[config.mk]
export PLATFORM = sky130hd
export DESIGN_NAME = imm_encoder
export DESIGN_NICKNAME = d
export VERILOG_FILES = /design/src/rtl/rv_pkg.sv /design/src/rtl/imm_pack.sv /design/src/rtl/imm_encoder.sv
export SDC_FILE = /design/constraint.sdc
export NUM_CORES = 1
export LEC_CHECK = 0
export ABC_CLOCK_PERIOD_IN_PS = 9550
export BUFFER_PORTS_ARGS = -buffer_cell sky130_fd_sc_hd__buf_2
export CAP_MARGIN = 20
export CORE_ASPECT_RATIO = 0.8
export CORE_MARGIN = 2
export CORE_UTILIZATION = 30
export DETAILED_ROUTE_END_ITERATION = 7
export SETUP_SLACK_MARGIN = 0.15
export SLEW_MARGIN = 20
export SYNTH_ARGS = -nofsm -noshare
export SYNTH_HDL_FRONTEND = slang
export SYNTH_SLANG_ARGS = --single-unit
[constraint.sdc]
create_clock -name clk -period 9.55 [get_ports clk]
set_input_delay 1.4325 -clock clk [delete_from_list [all_inputs] [get_ports clk]]
set_output_delay 1.4325 -clock clk [all_outputs]
set_load 0.03 [all_outputs]
[src/rtl/rv_pkg.sv]
// Shared RV32I encoding constants: instruction formats, major opcodes, the canonical NOP,
// and the encoder FSM state type.
package rv_pkg;

  localparam logic [2:0] FMT_R   = 3'd0;
  localparam logic [2:0] FMT_I   = 3'd1;
  localparam logic [2:0] FMT_S   = 3'd2;
  localparam logic [2:0] FMT_B   = 3'd3;
  localparam logic [2:0] FMT_U   = 3'd4;
  localparam logic [2:0] FMT_J   = 3'd5;
  localparam logic [2:0] FMT_LI  = 3'd6;
  localparam logic [2:0] FMT_RSV = 3'd7;

  localparam logic [6:0] OP_IMM = 7'b0010011;
  localparam logic [6:0] LUI    = 7'b0110111;
  localparam logic [6:0] AUIPC  = 7'b0010111;
  localparam logic [6:0] JAL    = 7'b1101111;
  localparam logic [6:0] JALR   = 7'b1100111;
  localparam logic [6:0] BRANCH = 7'b1100011;
  localparam logic [6:0] LOAD   = 7'b0000011;
  localparam logic [6:0] STORE  = 7'b0100011;
  localparam logic [6:0] OP     = 7'b0110011;

  localparam logic [31:0] NOP = 32'h00000013;

  typedef enum logic [1:0] {
    S_IDLE  = 2'd0,
    S_EMIT1 = 2'd1,
    S_EMIT2 = 2'd2
  } enc_state_t;

endpackage

[src/rtl/imm_pack.sv]
// Combinational RV32I word builder.
// Scatters the immediate into the format's bit positions and flags immediates that are
// out of range or misaligned.
module imm_pack
  import rv_pkg::*;
(
  input  logic [2:0]  fmt,
  input  logic [6:0]  opcode,
  input  logic [4:0]  rd,
  input  logic [4:0]  rs1,
  input  logic [4:0]  rs2,
  input  logic [2:0]  funct3,
  input  logic [6:0]  funct7,
  input  logic [31:0] imm,
  output logic [31:0] word,
  output logic        err
);

  // Signed-range checks: upper bits must all equal the sign bit of the field.
  logic fits12, fits13, fits21;
  assign fits12 = (&imm[31:11]) | ~(|imm[31:11]);
  assign fits13 = (&imm[31:12]) | ~(|imm[31:12]);
  assign fits21 = (&imm[31:20]) | ~(|imm[31:20]);

  always_comb begin
    word = NOP;
    err  = 1'b1;
    unique case (fmt)
      FMT_R: begin
        word = {funct7, rs2, rs1, funct3, rd, opcode};
        err  = 1'b0;
      end
      FMT_I: begin
        word = {imm[11:0], rs1, funct3, rd, opcode};
        err  = ~fits12;
      end
      FMT_S: begin
        word = {imm[11:5], rs2, rs1, funct3, imm[4:0], opcode};
        err  = ~fits12;
      end
      FMT_B: begin
        word = {imm[12], imm[10:5], rs2, rs1, funct3, imm[4:1], imm[11], opcode};
        err  = imm[0] | ~fits13;
      end
      FMT_U: begin
        word = {imm[31:12], rd, opcode};
        err  = |imm[11:0];
      end
      FMT_J: begin
        word = {imm[20], imm[10:1], imm[11], imm[19:12], rd, opcode};
        err  = imm[0] | ~fits21;
      end
      default: begin
        word = NOP;
        err  = 1'b1;
      end
    endcase
  end

endmodule

[src/rtl/imm_encoder.sv]
// RV32I instruction encoder with a valid/ready output stream.
// Load-immediate requests expand into LUI+ADDI when neither single-instruction form fits.
module imm_encoder
  import rv_pkg::*;
#(
  parameter int XLEN = 32
) (
  input  logic            clk,
  input  logic            rst_n,
  input  logic            in_valid,
  output logic            in_ready,
  input  logic [2:0]      in_fmt,
  input  logic [6:0]      in_opcode,
  input  logic [4:0]      in_rd,
  input  logic [4:0]      in_rs1,
  input  logic [4:0]      in_rs2,
  input  logic [2:0]      in_funct3,
  input  logic [6:0]      in_funct7,
  input  logic [XLEN-1:0] in_imm,
  output logic            out_valid,
  input  logic            out_ready,
  output logic [XLEN-1:0] out_inst,
  output logic            out_last,
  output logic            out_err
);

  enc_state_t state_reg, state_next;
  logic [31:0] inst_reg, word2_reg;
  logic        last_reg, err_reg;

  logic [2:0]  pk_fmt;
  logic [6:0]  pk_opcode;
  logic [4:0]  pk_rs1;
  logic [2:0]  pk_funct3;
  logic [31:0] pk_imm;
  logic [31:0] pk_word;
  logic        pk_err;
  logic        two_word;
  logic        li_small, li_upper;
  logic [31:0] li_hi;
  logic [31:0] word2;
  logic        accept;

  assign in_ready  = (state_reg == S_IDLE);
  assign out_valid = (state_reg != S_IDLE);
  assign out_inst  = inst_reg;
  assign out_last  = last_reg;
  assign out_err   = err_reg;
  assign accept    = in_valid && in_ready;

  assign li_small = (&in_imm[31:11]) | ~(|in_imm[31:11]);
  assign li_upper = ~(|in_imm[11:0]);
  // Rounding the upper part compensates for ADDI sign-extending its 12-bit immediate.
  assign li_hi    = in_imm + 32'h0000_0800;
  assign word2    = {in_imm[11:0], in_rd, 3'b000, in_rd, OP_IMM};

  always_comb begin
    pk_fmt    = in_fmt;
    pk_opcode = in_opcode;
    pk_rs1    = in_rs1;
    pk_funct3 = in_funct3;
    pk_imm    = in_imm;
    two_word  = 1'b0;
    if (in_fmt == FMT_LI) begin
      if (li_small) begin
        pk_fmt    = FMT_I;
        pk_opcode = OP_IMM;
        pk_rs1    = 5'd0;
        pk_funct3 = 3'd0;
      end else if (li_upper) begin
        pk_fmt    = FMT_U;
        pk_opcode = LUI;
      end else begin
        pk_fmt    = FMT_U;
        pk_opcode = LUI;
        pk_imm    = {li_hi[31:12], 12'h000};
        two_word  = 1'b1;
      end
    end
  end

  imm_pack u_pack (
    .fmt    (pk_fmt),
    .opcode (pk_opcode),
    .rd     (in_rd),
    .rs1    (pk_rs1),
    .rs2    (in_rs2),
    .funct3 (pk_funct3),
    .funct7 (in_funct7),
    .imm    (pk_imm),
    .word   (pk_word),
    .err    (pk_err)
  );

  always_ff @(posedge clk) begin
    if (!rst_n) state_reg <= S_IDLE;
    else        state_reg <= state_next;
  end

  always_comb begin
    state_next = state_reg;
    unique case (state_reg)
      S_IDLE:  if (accept) state_next = S_EMIT1;
      S_EMIT1: if (out_ready) state_next = last_reg ? S_IDLE : S_EMIT2;
      S_EMIT2: if (out_ready) state_next = S_IDLE;
      default: state_next = S_IDLE;
    endcase
  end

  always_ff @(posedge clk) begin
    if (!rst_n) begin
      inst_reg  <= '0;
      word2_reg <= '0;
      last_reg  <= 1'b0;
      err_reg   <= 1'b0;
    end else if (accept) begin
      inst_reg  <= pk_word;
      word2_reg <= word2;
      last_reg  <= ~two_word;
      err_reg   <= pk_err;
    end else if (state_reg == S_EMIT1 && out_ready && !last_reg) begin
      inst_reg <= word2_reg;
      last_reg <= 1'b1;
      err_reg  <= 1'b0;
    end
  end

endmodule

# After elaboration in Yosys (flattened, before gate mapping)
# Cells that the tools add are included.
classes:
  eq_ne: 11
  addsub: 1
  n_reduce_logical: 20
  n_mux: 27
  bitwise: 14
ops:
  columns: ["cell", "n"]
  rows:
  - ["one-hot mux 32 bit (6 select lines)", 1]
  - ["two-way mux 32 bit", 5]
  - ["AND reduction 21 bit", 2]
  - ["OR reduction 21 bit", 2]
  - ["OR reduction 12 bit", 3]
  - ["adder 32 x 12 -> 32 bit (second input constant)", 1]
  - ["AND reduction 20 bit", 1]
  - ["OR reduction 20 bit", 1]
  - ["two-way mux 3 bit", 4]
  - ["AND reduction 12 bit", 1]
  - ["two-way mux 5 bit", 2]
  - ["equality test 3 bit (second input constant)", 3]
  - ["two-way mux 2 bit", 4]
  - ["inverter 1 bit", 8]
  - ["two-way mux 1 bit", 7]
  - ["two-way mux 7 bit", 1]
  - ["equality test 3 x 2 -> 1 bit (second input constant)", 2]
  - ["two-way mux 6 bit", 1]
  - ["bitwise OR 1 bit", 6]
  - ["one-hot mux 2 bit (3 select lines)", 1]
  - ["one-hot mux 1 bit (5 select lines)", 1]
  - ["!= test 2 bit (second input constant)", 2]
  - ["nonzero test 2 bit", 2]
  - ["equality test 3 x 1 -> 1 bit (second input constant)", 1]
  - ["other kinds (9)", 11]
totals:
  word_cells: 78
  in_bits: 71
  register_bits: 61

# Logic depth before layout (Yosys ltp)
depth:
  ltp_word: 12
  mapped_depth: 13
  ltp_nobuf: 10

# Hierarchy
# Synthesis repeated with hierarchy kept, for this count alone.
hier_totals:
  cells_unflattened: 479
  hier_area_um2: 3539.6
modules_own_cells:
  columns: ["module", "cells_each", "instances", "seq_area_each_um2", "area_each_um2"]
  rows:
  - ["imm_encoder", 354, 1, 1081.0, 2787.7]
  - ["imm_pack", 125, 1, 0.0, 752.0]

# Least setup slack after synthesis
# OpenSTA, ideal clock, no wires.
synth_path:
  path_type: "input to register"
  startpoint: "input port in_imm[11]"
  endpoint: "register err_reg, in the netlist out_err"
  arrival_time_ns: 4.171
  t_required_ns: 9.420
  setup_time_ns: 0.130
  path_slack_ns: 5.249
  cell_stages: 12
  cell_sequence: "clkbuf_1 -> inv_1 -> ha_1 -> nor3b_1 -> nand4_1 -> o21ai_0 -> buf_2 -> or4_1 -> and3_1 -> or4b_2 -> o41ai_2 -> o32ai_1"
synth_via:
  elab_chain_len: 12
synth_rtl:
  columns: ["element", "line_no", "rtl"]
  rows:
  - ["start, declared", "imm_encoder.sv:19", "input logic [XLEN-1:0] in_imm,"]
  - ["parallel branches: the longest is 10 deep, another holds adder 32 x 12 -> 32 bit", null, null]
  - ["one-hot mux 1 bit (5 select lines) *", "imm_pack.sv:28", "unique case (fmt)"]
  - ["two-way mux 1 bit *", "imm_encoder.sv:116", "end else if (accept) begin"]
  - ["end signal, assigned", "imm_encoder.sv:120", "err_reg <= pk_err;"]
  - ["end, declared", "imm_encoder.sv:29", "logic last_reg, err_reg;"]
# Every way passes the cells marked *.
# A chain may end at the register's enable or synchronous reset.

# Worst setup path after layout
# Same ends and word-level chain as after synthesis.

==> impl_metrics.yaml <==
floorplan:
  die-width_um: 127
  coreArea_um2: 12000
  placement_rows: 36
  io_pins: 107
  fp.dieArea_um2: 13100
  initial_core_util_pct: 30.4
  floorplan.die.height_um: 103
synthesis:
  average_cell_area_after_synthesis_um2: 7.23
  synth_warnings: 0
  synth_most_common_cell: "sky130_fd_sc_hd__nand2_1"
  synth_fp_nets: 579
  postSynthCellCount: 506
  share_of_synthesized_flip_flops_with_an_asynchronous_set_or_reset_pct: 0
  synthesis.area_um2: 3660
  synth_area_leaders: "sky130_fd_sc_hd__dfxtp_1 30%, sky130_fd_sc_hd__nand2_1 7.9%, sky130_fd_sc_hd__a21oi_1 5.3%, sky130_fd_sc_hd__nor2_1 5.0%, sky130_fd_sc_hd__o21ai_0 4.7%"
  post-synth-top-area-cell: "sky130_fd_sc_hd__dfxtp_1"
  yosysSeqAreaShare_pct: 29.6
  synth_largest_type_area_fraction_pct: 29.6
  synth-seq-cells: 54
  synth-edff-count: 0
  synth.lib_cells_used.distinct: 61
  post_synth_most_frequent_cells: "77 x sky130_fd_sc_hd__nand2_1, 54 x sky130_fd_sc_hd__dfxtp_1, 49 x sky130_fd_sc_hd__nor2_1"
  top_ff_cell_synth: "sky130_fd_sc_hd__dfxtp_1"
drt:
  viasPerCell: 5.73
  wl_per_cell_um: 18.1
  detailroute.via_count: 4241
  route.detailed.drc: 0
  ant_nets: 0
  drt_pass1_iterations: 5
  drt_first_iter_violations: 382
  drt_total_wl_mm: 13.4
pwr:
  vdd.ir_drop.worst_uv: 103
  cellInternalPower_mw: 0.427
  share_clk_of_total_power_pct: 31.9
  combPwrFrac_pct: 28.0
  p_leak_nw: 1.77
  pwr_density_cell_nw_per_um2: 144
  netSwitchingFraction_pct: 32.9
  switching_power_mw: 0.209
  pwr-share-seq_pct: 40.0
setup_path:
  worst_path_dominant_cell_family: "simple AND/OR/NAND/NOR gates"
  critPathKind: "in -> reg"
  critPathCaptureType: "register"
  cp_cell_sequence: "buf_2, ha_1, nand4_1, or4_1, nor2_8, nor4_2, or4_1, or4_4, o41ai_2, o32ai_1"
  critPathMostFrequentCell: "sky130_fd_sc_hd__or4_1"
  critPathRequiredTime_ns: 9.72
  critical-path-slowest-cell: "sky130_fd_sc_hd__or4_1"
  startpoint_type: "input port"
  critPathBufInv: 1
  cp_max_fo: 18
  slowest_delay_ns: 0.69
  timing.critical_path.arrival_ns: 4.73
layout:
  multi_input_comb_area_um2: 2380
  n_antenna_cell: 0
  finish.net_count: 660
  post_route_cells_drive_above_1_share_pct: 23.0
  largest_register_ff_count: 32
  fill_cells: 1288
  ff_latch_area_um2: 1080
  post_layout_nonfiller_instances: 740
  final_non_filler_cell_area_um2: 4420
  synthToLayoutAreaGrowth_pct: 21.0
clock_network:
  post_cts.repair.setup_buffers: 0
  cts.sink_count: 54
  cts_max_level: 2
  ctsHoldBuffers: 0
  clk_transition_reported_paths_ns: 0.07
  number_of_buffers_created_by_cts: 5
  number_of_buffers_on_the_longest_clock_path: 2
  worstSkewPairLatency_ns: 0.29
  cts_repair_resize_count: 0
  clockRootBuffer: "sky130_fd_sc_hd__clkbuf_16"
  cts_tree: "yes"
global_routing:
  grt_max_degree: 42
  grt_first_pass_wirelength_mm: 21.1
  grt_overflow: 0
  number_of_antenna_violations_at_the_first_check_in_global_routing: 0
  first_global_vias: 4044
  globalRouteTotalUtil_pct: 20.1
run_status:
  run_status: "completed"
sta:
  count_of_endpoints_failing_hold_in_the_final_timing_report: 0
  final_clock_skew_ns: 0.00603
  achievable-frequency_mhz: 219
  setup_viol_count_final: 0
  worst_slew_margin_rel_pct: 38.3
  rsz0062_at_grt: "no"
  holdWs_ns: 0.453
  worst-slew-pin-transition_ns: 0.923
  min_period_over_period_pct: 47.7
  setup_tns_ns: 0
  drv_slew: 0
  period_minus_slack_ns: 4.56
placement:
  place_inst: 732
  gp_routability_congestion: 0.941
  place_hpwl_mm: 10.2
  placement.io_buffers: 106
  dpl_cell_area_um2: 4260
worst_hold_path:
  tightest_hold_check_type: "reg -> reg"
job:
  cap_viol_max_count: 0
[final timing paths]
path                            slack, ns  cells after the start           end    startpoint
worst min register to register       0.45                      2   out_inst[5]   out_inst[5]
worst max register to register       7.23                      5  out_inst[19]  state_reg[1]
worst max-delay path                 4.99                     10       out_err    in_imm[11]
worst min-delay path                 0.45                      2   out_inst[5]   out_inst[5]
[layer usage]
layer / wire length (um) / global-route usage (%) / share of wire, %
met1: 6400 / 28.9 / 48
met2: 5820 / 32.5 / 43
met3: 1030 / 3.68 / 7.7
met4: 126 / 2.37 / 0.94
met5: 0 / 0 / 0
[metrics by stage]
stage	util [%]	setup slack, ns	power, mW
after floorplan	-	5.25	0.373
after global placement	35.4	4.71	0.434
after detailed placement	35.4	4.72	0.436
after CTS	36.8	5.01	0.640
after global routing	36.8	4.80	0.668
final	36.8	4.99	0.636
[worst register-to-register path: stages (launching register included)]
cell and delay [ns]:
sky130_fd_sc_hd__dfxtp_1 0.36, sky130_fd_sc_hd__nor2_1 0.24, sky130_fd_sc_hd__nand2_1 0.59, sky130_fd_sc_hd__nor2_1 0.59, sky130_fd_sc_hd__a21boi_0 0.16, sky130_fd_sc_hd__a311oi_1 0.29
[power by group through the flow]
stage	clock (mW)	sequential (mW)	combinational, mW
2_1_floorplan	0	0.285	0.0886
3_3_place_gp	0	0.259	0.175
3_5_place_dp	0	0.259	0.177
4_1_cts	0.208	0.254	0.178
5_1_grt	0.216	0.257	0.195
6_report	0.203	0.255	0.178
[layout by cell type (no fill, tap or decap), drive strengths merged, types with 3 or more instances in the layout]
cell type	netlist	routed
xnor2	10	10
buf	11	110
or2	4	4
or4	9	9
xor2	7	7
a211oi	6	6
nand2b	5	5
nor4	13	13
a21o	3	3
a31o	4	4
and3	5	5
o31a	3	3
and2	3	3
a21oi	39	39
a22oi	12	12
inv	12	12
nand4	11	11
a222oi	6	6
nor3	15	15
nor2b	3	3
o21a	6	6
dfxtp	54	54
and3b	3	3
a221oi	8	8
clkbuf	25	7
mux2i	5	5
nand3	18	18
nor2	50	50
o221ai	3	3
a31oi	14	14
o21ai	34	34
nand2	77	77
[final cells by class]
class	count	area share (%)
multi-input cells	404	53.9
clock inverters	1	0.679
clock buffers	7	3.00
repair buffers	110	12.7
flip-flops and latches	54	24.4
inverters	12	1.02
well taps	152	4.30
[cell families (layout without fill, tap and decap cells)]
family,count (synthesis),count (layout),synth area share [%]
AO/OA/AOI/OAI,156,156,28.4
XOR/XNOR,17,17,4.07
adder cells (fa/ha/maj),2,2,0.684
buffers and inverters,48,130,5.34
flip-flops,54,54,29.6
multiplexers,7,7,1.98
AND/OR/NAND/NOR,222,222,30.0
No activity file was read; power rests on OpenSTA's default activity.
